`config.mk`:
```
export PLATFORM = sky130hd
export DESIGN_NAME = morningjava_seg7_scan_flat
export DESIGN_NICKNAME = d
export VERILOG_FILES = /design/src/rtl/morningjava_pkg.sv /design/src/rtl/morningjava_seg7_scan_if.sv /design/src/rtl/morningjava_seg7_rom.sv /design/src/rtl/morningjava_seg7_scan.sv /design/src/flat_wrapper.sv
export SDC_FILE = /design/constraint.sdc
export NUM_CORES = 1
export LEC_CHECK = 0
export CAP_MARGIN = 20
export CORE_MARGIN = 1
export CORE_UTILIZATION = 30
export DETAILED_ROUTE_END_ITERATION = 10
export DONT_BUFFER_PORTS = 1
export GPL_ROUTABILITY_DRIVEN = 0
export SETUP_SLACK_MARGIN = 0.2
export SLEW_MARGIN = 10
export SYNTH_ARGS = -nofsm -noshare
export SYNTH_HDL_FRONTEND = slang
export SYNTH_SLANG_ARGS = --single-unit
```
`constraint.sdc`:
```
create_clock -name clk -period 2.9 [get_ports clk]
set_clock_uncertainty 0.2 [all_clocks]
set_input_delay 0.29 -clock clk [delete_from_list [all_inputs] [get_ports clk]]
set_output_delay 0.29 -clock clk [all_outputs]
set_load 0.05 [all_outputs]
```
`src/rtl/morningjava_pkg.sv`:
```
// Shared definitions for the multiplexed 7-segment scanner: hex segment table,
// output polarity helper and index-width helper.
package morningjava_pkg;

  // gfedcba patterns for hex digits 0..F
  localparam logic [6:0] SEG_TABLE [16] = '{
    7'h3F, 7'h06, 7'h5B, 7'h4F, 7'h66, 7'h6D, 7'h7D, 7'h07,
    7'h7F, 7'h6F, 7'h77, 7'h7C, 7'h39, 7'h5E, 7'h79, 7'h71
  };

  function automatic logic inactive_level(input int active_low);
    return (active_low != 0);
  endfunction

  function automatic int idx_width(input int digits);
    return (digits > 1) ? $clog2(digits) : 1;
  endfunction

endpackage

```
`src/rtl/morningjava_seg7_scan_if.sv`:
```
// Data/display bundle between the data path (master) and the scanner (slave).
interface morningjava_seg7_scan_if #(
  parameter int DIGITS = 4
);
  logic                  load;
  logic [4*DIGITS-1:0]   data_in;
  logic [DIGITS-1:0]     dp_in;
  logic                  blank;
  logic [7:0]            segments;
  logic [DIGITS-1:0]     digit_en;
  logic                  slot_start;

  modport master (
    output load, data_in, dp_in, blank,
    input  segments, digit_en, slot_start
  );

  modport slave (
    input  load, data_in, dp_in, blank,
    output segments, digit_en, slot_start
  );
endinterface

```
`src/rtl/morningjava_seg7_rom.sv`:
```
// Combinational hex nibble to gfedcba segment decode.
module morningjava_seg7_rom
  import morningjava_pkg::*;
(
  input  logic [3:0] nibble,
  output logic [6:0] seg
);

  always_comb seg = SEG_TABLE[nibble];

endmodule

```
`src/rtl/morningjava_seg7_scan.sv`:
```
// Time-multiplexed hex display driver: one digit per refresh slot, with a dead
// cycle at each slot start, leading-zero suppression and selectable polarity.
module morningjava_seg7_scan
  import morningjava_pkg::*;
#(
  parameter int DIGITS      = 4,
  parameter int REFRESH_DIV = 1024,
  parameter int ACTIVE_LOW  = 0,
  parameter int LZ_BLANK    = 1
) (
  input logic                  clk,
  input logic                  reset,
  morningjava_seg7_scan_if.slave bus
);

  localparam int            IW       = idx_width(DIGITS);
  localparam int            CW       = $clog2(REFRESH_DIV);
  localparam logic          INACT    = inactive_level(ACTIVE_LOW);
  localparam logic [CW-1:0] CNT_LAST = CW'(REFRESH_DIV - 1);
  localparam logic [IW-1:0] IDX_LAST = IW'(DIGITS - 1);

  logic [CW-1:0]       cnt_reg;
  logic [IW-1:0]       idx_reg;
  logic [4*DIGITS-1:0] data_q;
  logic [DIGITS-1:0]   dp_q;
  logic [7:0]          segments_reg;
  logic [DIGITS-1:0]   digit_en_reg;
  logic                slot_start_reg;

  logic [3:0]          nibble;
  logic [6:0]          seg_raw;
  logic [DIGITS-1:0]   zero_above;
  logic                suppress;
  logic                dead;

  always_comb nibble = data_q[{idx_reg, 2'b00} +: 4];

  morningjava_seg7_rom u_rom (
    .nibble (nibble),
    .seg    (seg_raw)
  );

  // zero_above[i]: nibbles i..DIGITS-1 are all zero
  for (genvar gi = 0; gi < DIGITS; gi++) begin : g_lz
    assign zero_above[gi] = (data_q[4*DIGITS-1:4*gi] == '0);
  end

  always_comb begin
    dead     = (cnt_reg == '0);
    suppress = (LZ_BLANK != 0) && (idx_reg != '0) && zero_above[idx_reg];
  end

  always_ff @(posedge clk) begin
    if (reset) begin
      cnt_reg        <= '0;
      idx_reg        <= '0;
      data_q         <= '0;
      dp_q           <= '0;
      segments_reg   <= {8{INACT}};
      digit_en_reg   <= {DIGITS{INACT}};
      slot_start_reg <= 1'b0;
    end else begin
      if (cnt_reg == CNT_LAST) begin
        cnt_reg <= '0;
        idx_reg <= (idx_reg == IDX_LAST) ? '0 : idx_reg + 1'b1;
      end else begin
        cnt_reg <= cnt_reg + 1'b1;
      end

      if (bus.load) begin
        data_q <= bus.data_in;
        dp_q   <= bus.dp_in;
      end

      // Pins lag the counters by one cycle, so the pulse lines up with the dead cycle
      slot_start_reg <= dead;

      if (dead || bus.blank) begin
        segments_reg <= {8{INACT}};
        digit_en_reg <= {DIGITS{INACT}};
      end else begin
        segments_reg <= {dp_q[idx_reg], suppress ? 7'h00 : seg_raw} ^ {8{INACT}};
        digit_en_reg <= (DIGITS'(1) << idx_reg) ^ {DIGITS{INACT}};
      end
    end
  end

  assign bus.segments   = segments_reg;
  assign bus.digit_en   = digit_en_reg;
  assign bus.slot_start = slot_start_reg;

endmodule
```
`src/flat_wrapper.sv`:
```
// flat-port wrapper written by rule: the top's interface ports become plain ports
module morningjava_seg7_scan_flat import morningjava_pkg::*;
#(
  parameter int DIGITS      = 4,
  parameter int REFRESH_DIV = 1024,
  parameter int ACTIVE_LOW  = 0,
  parameter int LZ_BLANK    = 1
)
  (clk, reset, bus_load, bus_data_in, bus_dp_in, bus_blank, bus_segments, bus_digit_en, bus_slot_start);
  morningjava_seg7_scan_if #(.DIGITS(DIGITS)) bus_i ();
  input logic clk;
  input logic reset;
  input wire logic [$bits(bus_i.load)-1:0] bus_load;
  input wire logic [$bits(bus_i.data_in)-1:0] bus_data_in;
  input wire logic [$bits(bus_i.dp_in)-1:0] bus_dp_in;
  input wire logic [$bits(bus_i.blank)-1:0] bus_blank;
  output wire logic [$bits(bus_i.segments)-1:0] bus_segments;
  output wire logic [$bits(bus_i.digit_en)-1:0] bus_digit_en;
  output wire logic [$bits(bus_i.slot_start)-1:0] bus_slot_start;
  assign bus_i.load = bus_load;
  assign bus_i.data_in = bus_data_in;
  assign bus_i.dp_in = bus_dp_in;
  assign bus_i.blank = bus_blank;
  assign bus_segments = bus_i.segments;
  assign bus_digit_en = bus_i.digit_en;
  assign bus_slot_start = bus_i.slot_start;
  morningjava_seg7_scan #(.DIGITS(DIGITS), .REFRESH_DIV(REFRESH_DIV), .ACTIVE_LOW(ACTIVE_LOW), .LZ_BLANK(LZ_BLANK)) u_core (.clk(clk), .reset(reset), .bus(bus_i));
endmodule
```
* Yosys cells after proc, flatten, opt, wreduce, memory -nomap -nowiden
Memory sizes are Yosys's and may differ from the RTL's. A register that Yosys moved wholly into a read port is not among the register bits. Cells that the tools add are included.
Cells by class: add/subtract/negate cells 2, magnitude comparators 1, eq/ne operators 2, shifts and indexed selects 2, muxes and demuxes 5, bitwise operators 1, reductions and logical operators 11
Operator list (number):
- $logic_not A16 Y1 | 1
- $shiftx A16 B5 Y4 | 1
- $logic_not A12 Y1 | 1
- $add A10 B1 Y10 const B | 1
- $eq A10 B10 Y1 const B | 1
- $logic_not A10 Y1 | 1
- $logic_not A8 Y1 | 1
- $not A4 Y5 | 1
- $bmux W1 S2 | 2
- $logic_not A4 Y1 | 1
- $reduce_or A2 Y1 | 2
- $shl A1 B2 Y4 const A | 1
- $lt A2 B3 Y1 const B | 1
- $reduce_or A3 Y1 | 1
- $add A2 B1 Y2 const B | 1
- $eq A2 B2 Y1 const B | 1
- $mux W1 | 2
- $mux W2 | 1
- $reduce_bool A2 Y1 | 1
- $logic_and A1 B1 Y1 | 1
- $logic_or A1 B1 Y1 | 1
Word-level totals: bits in registers 38, memory bits (read-only) 112, output and inout bits 13, logic and storage cells 32, memories 1
Memory list:
- (no name shown) | words 16, width 7, rd ports 1, clocked after Yosys merged registers in 1, wr ports 0, line morningjava_seg7_rom.sv:9 | always_comb seg = SEG_TABLE[nibble];

* Depth between registers and ports, before layout
Gate-level depths: netlist of run 1.
depth in word-level cells 5, depth in mapped cells 7, gate-level depth less buffers 6

* Modules after synthesis
Synthesis of run 1 repeated with hierarchy kept, for this count alone.
Unflattened totals: cell total of the unflattened synthesis 208, area total of the unflattened synthesis 2119.5 µm²
Modules (own cells, without submodules):
- morningjava_seg7_scan | times used 1, cells each 175, area each 1825.5 µm², seq. area each 900.9 µm²
- morningjava_seg7_rom | times used 1, cells each 33, area each 294.0 µm², seq. area each 0.0 µm²

* Worst setup path after synthesis of run 1
No wires, ideal clock.
kind register to register, start register u_core.idx_reg[0], end register u_core.segments_reg[3] (netlist: u_core.bus.segments[3]), setup time 81 ps, arrival 1994 ps, data required time 2619 ps, setup slack 626 ps, cell stages (with the launch flop) 7, clock period less this slack 2274 ps, cells stage by stage dfxtp_1 > buf_6 > mux4_1 > ha_1 > and2b_2 > a211o_1 > a211oi_2
On the way: cells in the longest elaborated chain, start to end 4, elaborated cells between the ends (all ways) 7, those cells by class 1 x shift; 2 x mux; 1 x bitwise; 3 x reduce/logical
Ends and longest elaborated chain:
- start: declaration | line morningjava_seg7_scan.sv:23 | logic [IW-1:0] idx_reg;
- start signal: assignment | line morningjava_seg7_scan.sv:65 | idx_reg <= (idx_reg == IDX_LAST) ? '0 : idx_reg + 1'b1;
- parallel branches: the longest is 4 deep, another holds $shiftx A16 B5 Y4
- end: declaration | line morningjava_seg7_scan.sv:26 | logic [7:0] segments_reg;
Parallel ways; which one is timed is not known. The select of a mux whose other input is x is not followed. A chain may end at the register's enable or synchronous reset.

* Final worst setup path of run 1
Ends and elaborated chain as after synthesis.

==> results of run 1 <==
==> metrics by stage <==
stage	utilization [%]	power [mW]	std cells
CTS	39.6	1.29	339
floorplan	-	0.811	203
finish	39.6	1.28	339
global placement	32.3	0.821	291
detailed placement	32.3	0.823	291
global route	39.6	1.34	339
==> worst min-delay path, cell delays in order <==
cell and delay, ps:
nor2_1 40, o211ai_1 100, nor3_1 60
==> cell usage after synthesis (2+ instances only) <==
master	count	area, um2
a2111oi_4	2	55.1
a21oi_1	3	15.0
and3_1	2	12.5
and4_1	2	17.5
buf_2	2	10.0
buf_6	2	22.5
clkbuf_1	5	18.8
dfxtp_1	45	901
ha_1	11	138
inv_1	8	30.0
mux2i_1	23	230
mux4_1	4	105
mux4_2	2	45.0
nand2_1	7	26.3
nand3_1	3	15.0
nand4_1	2	12.5
nor2_1	36	135
nor3_1	8	40.0
nor4_1	5	31.3
xnor2_1	5	43.8
xor2_1	7	61.3
==> logic make-up after synthesis <==
logic type	count (synthesis)	synth area share (%)
xor+xnor	12	4.96
simple gates	75	17.4
mux	30	18.5
buf+inv	17	3.84
flops	45	42.5
fa+ha+maj	11	6.49
compound gates	13	6.38
==> placed cells by master, fill, tap and decap left out, types with 7 or more instances in the layout <==
cell type      instances
nor3_1                 8
dlygate4sd3_1         40
xor2_1                 7
inv_1                  8
mux2i_1               23
dfxtp_1               45
nand2_1                7
ha_1                  11
nor2_1                36
==> power groups by stage <==
stage	Sequential, mW	Combinational (mW)	Clock [mW]
global route	0.706	0.185	0.454
CTS	0.701	0.166	0.423
global placement	0.715	0.106	0
floorplan	0.707	0.104	0
finish	0.701	0.170	0.410
detailed placement	0.716	0.108	0
==> routing by layer <==
metal	vias up	track usage, %	share of wire (%)
li1	791	-	-
met1	738	18.2	49
met2	32	21.1	45
met3	5	3.56	4.2
met4	0	5.00	1.5
met5	-	0	0
==> cell type report <==
type / instances / area, um2 / area share [%]
Clock buffer: 5 / 68.8 / 2.56
Timing Repair Buffer: 41 / 408 / 15.2
Tap cell: 96 / 120 / 4.46
Sequential cell: 45 / 901 / 33.5
Clock inverter: 3 / 26.3 / 0.976
Inverter: 8 / 30.0 / 1.12
Multi-Input combinational cell: 141 / 1140 / 42.3
==> worst min-delay path by stage <==
| stage | startpoint | slack (ps) | endpoint | cells after the start |
|---|---|---|---|---|
| detailed placement | reset | 170 | u_core.data_q[7] | 1 |
| floorplan | bus_dp_in[1] | 240 | u_core.dp_q[1] | 2 |
| global route | reset | 40 | u_core.bus.segments[7] | 2 |
| finish | reset | 30 | u_core.bus.segments[0] | 3 |
| global placement | reset | 160 | u_core.idx_reg[0] | 1 |
| CTS | reset | 30 | u_core.bus.segments[0] | 3 |
==> metrics.md, run 1 <==
| Metric | Value |
|---|---|
| Part of the power in registers | `roughly 55%` |
| Ys flop type | `dfxtp_1` |
| Root Buffer | `clkbuf_8` |
| Row Count | `30` |
| Max Clock Freq | `393 MHz` |
| Nets | `approximately 280` |
| Dpl ws | `slightly below 400 ps` |
| Crit path largest cell delay | `710 ps` |
| Crit path from | `u_core.idx_reg[0]` |
| Std-Cell Core Area | `about 6800 um2` |
| Hold WS | `32.9 ps` |
| H-Tree Level Count | `2` |
| RSZ-0062 raised after global routing | `no` |
| Reg clk slew, reported paths | `100 ps` |
| N_diodes | `0` |
| Post-cts resize count | `0` |
| Reg2reg end | `u_core.bus.segments[3]` |
| IO Count | `37` |
| Layout area overhead | `27.0%` |
| Initial antenna violation count | `0` |
| Crit-path slowest cell | `mux4_1` |
| Antenna Nets Post-Route | `0` |
| Cell internal pwr | `between 0.9 and 1 mW` |
| Hold Vio Cnt, Final | `0` |
| Min cycle time layout | `~2500 ps` |
| CP Buf/Inv Count | `0` |
| Unique masters post-synth | `40` |
| Number of fillers in the final layout | `666` |
| Syn Inst Count | `203` |
| Crit path capture | `u_core.bus.segments[3]` |
| First-pass GRT wire length | `between 7000 and 8000 um` |
| Power density cells | `476 nW/um2` |
| Pleak | `1.06 nW` |
| CP Depth | `5` |
| CTS sink cnt | `45` |
| Worst vdd rail ir drop | `between 0.00015 and 0.0002 V` |
| Sw frac | `28.0%` |
| Vias in the first global route | `1566` |
| Die footprint | `approximately 7400 um2` |
| Drt total wl | `about 4700 um` |
| Critical-path cell list | `mux4_1 -> ha_1 -> and2b_2 -> a211o_1 -> a211oi_2` |
| Share of the yosys chip area belonging to registers | `42.5%` |
| Period utilization | `87.8%` |
| Hold crit path type | `input port to flip-flop` |
| Reg2reg setup slack | `350 ps` |
| Finish-stage setup viols | `0` |
| RR Startpoint | `u_core.idx_reg[0]` |
| Outcome | `completed` |
| Async SR Flop Fraction | `0%` |
| Crit path kind | `flip-flop to flip-flop` |
| Slew @ Worst Pin | `920 ps` |
| Number of synthesized flops with an enable pin | `0` |
| Final Max Tran Viols | `0` |
| Nature of the critical path endpoint | `flip-flop` |
| Dpl cell area | `2200 um2` |
| Worst skew pair latency | `approximately 300 ps` |
| Residual DRC | `0` |
| Port Buffers | `0` |
| Register bit total from synthesis | `45` |
| Clk pwr share | `32.0%` |
| Psw | `0.359 mW` |
| Gr usage total | `a little over an eighth` |
| Share of cells above drive strength 1 | `7.82%` |
| Via/cell ratio | `about 4.6` |
| Peak fanout along the critical path | `11` |
| WP data required | `between 2000 and 3000 ps` |
| First-pass DRT Iterations | `4` |
| CTS tree | `done` |
| Via count | `1566` |
| Setup TNS | `0 ps` |
| Dpl hpwl | `3100 um` |
| Chip width | `86.1 um` |
| Final setup margin | `354 ps` |
| Net Count, Synth | `between 200 and 250` |
| Combinational Power Share | `a little over an eighth` |
| Pin count of the biggest net entering global routing | `27` |
| Clock tree buffer depth | `2` |
| Setup Buffers After CTS | `0` |
| Yosys Warn Count | `0` |
| Worst Path Arrival | `2570 ps` |
| Max reg flops | `16` |
| Initial DRC Count | `between 70 and 80` |
| Routed wire per std cell | `about 14 um` |
| Starting Density | `between 30% and 40%` |
| R2r worst-path depth | `5` |
| GRT overflow | `0` |
| Worst path top cell family by delay | `multiplexers` |
| Area of the mapped netlist | `2120 um2` |
| Max_cap viols | `0` |
| Critical path startpoint category | `flip-flop` |
| Post-route cell area | `roughly 2700 um2` |
| Num CTS Buffers | `5` |
| Mean Syn Cell Area | `10.4 um2` |
| Hold-fix buffers, CTS | `40` |
| Worst rel slew slack | `38.5%` |
| Die height | `86.1 um` |
No activity file was read; power rests on OpenSTA's default activity.
==> inputs of run 2 (changes only) <==
- CTS_BUF_LIST: not set -> sky130_fd_sc_hd__clkbuf_4
- PLACE_DENSITY_LB_ADDON: not set -> 0.2
==> run 2 against run 1 <==
Effect of this change:
- combinational power about the same
- sequential share of layout area did not move
- register-to-register slack improved by 70 ps
- largest cell class unchanged
- critical path type unchanged
==> metrics.md, run 2 (synthesis results as in run 1) <==
| Metric | Value |
|---|---|
| Finish-stage setup viols | `0` |
| Worst Path Arrival | `between 2000 and 3000 ps` |
| Max Clock Freq | `404 MHz` |
| Post-cts resize count | `0` |
| Clock tree buffer depth | `2` |
| Slew @ Worst Pin | `1020 ps` |
| R2r worst-path depth | `5` |
| Num CTS Buffers | `5` |
| Std-Cell Core Area | `6790 um2` |
| Antenna Nets Post-Route | `0` |
| Pleak | `between 1 and 1.5 nW` |
| Worst skew pair latency | `approximately 350 ps` |
| Top sig layer | `met4` |
| Share of cells above drive strength 1 | `8.50%` |
| Post-route cell area | `2690 um2` |
| Commonest non-fill, non-tap cell in the layout | `dfxtp_1` |
| Reg2reg end | `u_core.bus.segments[3]` |
| H-Tree Level Count | `2` |
| Hold WS | `~76 ps` |
| CTS sink cnt | `between 40 and 50` |
| Period utilization | `85.4%` |
| Dpl cell area | `2210 um2` |
| Worst rel slew slack | `31.5%` |
| Worst Min Path Start | `reset` |
| Root Buffer | `clkbuf_4` |
| Crit path kind | `flip-flop to flip-flop` |
| Worst Hold Endpoint | `u_core.cnt_reg[0]` |
| Layout area overhead | `27.0%` |
| WP data required | `roughly 3000 ps` |
| Via/cell ratio | `4.61` |
| Nets | `281` |
| Setup Buffers After CTS | `0` |
| First-pass DRT Iterations | `4` |
| Hold path depth | `2` |
| Pin count of the biggest net entering global routing | `28` |
| Power density cells | `440 nW/um2` |
| Chip width | `86.1 um` |
| Gr usage total | `13.7%` |
| GRT overflow | `0` |
| DRT met1 WL | `approximately 2300 um` |
| Initial antenna violation count | `0` |
| Max reg flops | `16` |
| Port Buffers | `0` |
| Critical path startpoint category | `flip-flop` |
| Outcome | `completed` |
| Final setup margin | `423 ps` |
| Routed wire per std cell | `13.6 um` |
| Number of fillers in the final layout | `670` |
| Max_cap viols | `0` |
| Via count | `1581` |
| Starting Density | `about 31%` |
| Reg2reg setup slack | `420 ps` |
| Dpl ws | `441 ps` |
| RR Startpoint | `u_core.idx_reg[0]` |
| Initial DRC Count | `58` |
| Worst vdd rail ir drop | `0.000169 V` |
| Final Max Tran Viols | `0` |
| Nature of the critical path endpoint | `flip-flop` |
| IO Count | `37` |
| CTS tree | `done` |
| Row Count | `30` |
| Reg clk slew, reported paths | `140 ps` |
| Min cycle time layout | `2480 ps` |
| Hold crit path type | `input port to flip-flop` |
| Die height | `86.1 um` |
| Die footprint | `7410 um2` |
| First-pass GRT wire length | `7940 um` |
| Vias in the first global route | `1572` |
| Most frequent cells in the layout | `45 x dfxtp_1, 42 x dlygate4sd3_1, 36 x nor2_1, 23 x mux2i_1, 11 x ha_1` |
| Hold-fix buffers, CTS | `42` |
| Met3 WL post-DR | `around 140 um` |
| Setup TNS | `0 ps` |
| Dpl hpwl | `about 3100 um` |
| RSZ-0062 raised after global routing | `no` |
| Residual DRC | `0` |
| Met2 routed WL | `2150 um` |
| Peak fanout along the critical path | `7` |
| Hold Vio Cnt, Final | `0` |
| Final core occ | `between 30% and 40%` |
| Drt total wl | `4660 um` |
| N_diodes | `0` |
## run 2: changes by cell type in the layout (fill, tap and decap cells not counted)
cell | previous run | this run
clkbuf_4 | 0 | 6
buf_4 | 1 | 3
clkbuf_8 | 5 | 0
clkinv_4 | 2 | 0
inv_6 | 1 | 0
dlygate4sd3_1 | 40 | 42
clkinvlp_4 | 0 | 2
## run 2: worst max path at each step
stage | endpoint | slack (ps) | startpoint
2_1_floorplan | u_core.bus.segments[3] | 630 | u_core.idx_reg[0]
6_report | u_core.bus.segments[3] | 420 | u_core.idx_reg[0]
4_1_cts | u_core.bus.segments[3] | 410 | u_core.idx_reg[0]
3_5_place_dp | u_core.bus.segments[3] | 440 | u_core.idx_reg[0]
3_3_place_gp | u_core.bus.segments[3] | 510 | u_core.idx_reg[0]
5_1_grt | u_core.bus.segments[4] | 260 | u_core.idx_reg[0]
## run 2: worst max-delay path, stage by stage (launching register included)
cell and delay [ps]:
dfxtp_1 540, mux4_1 690, ha_1 270, and2b_2 200, a211o_1 270, a211oi_2 230
## run 2: report_power, final
group / switching (mW) / internal [mW] / total (mW)
registers: 0.0551 / 0.647 / 0.702
clock network: 0.209 / 0.104 / 0.313
logic: 0.0680 / 0.102 / 0.170
total: 0.332 / 0.853 / 1.19
## run 2: final cells by class
type | instances | area, um2 | share of cell area (%)
clock buffers | 6 | 45.0 | 1.67
well taps | 96 | 120 | 4.46
flip-flops and latches | 45 | 901 | 33.5
clock inverters | 2 | 15.0 | 0.558
repair buffers | 45 | 443 | 16.5
multi-input cells | 141 | 1140 | 42.3
inverters | 8 | 30.0 | 1.12
## run 2: metal layers
metal  track usage (%)  vias up
li1                  -      797
met1              18.4      753
met2              21.4       26
met3              3.66        5
met4              4.55        0
met5                 0        -
## run 2: through the flow
stage               power (mW)  std cells
global placement         0.823        293
finish                    1.19        343
CTS                       1.20        343
detailed placement       0.824        293
floorplan                0.811        203
global route              1.25        343
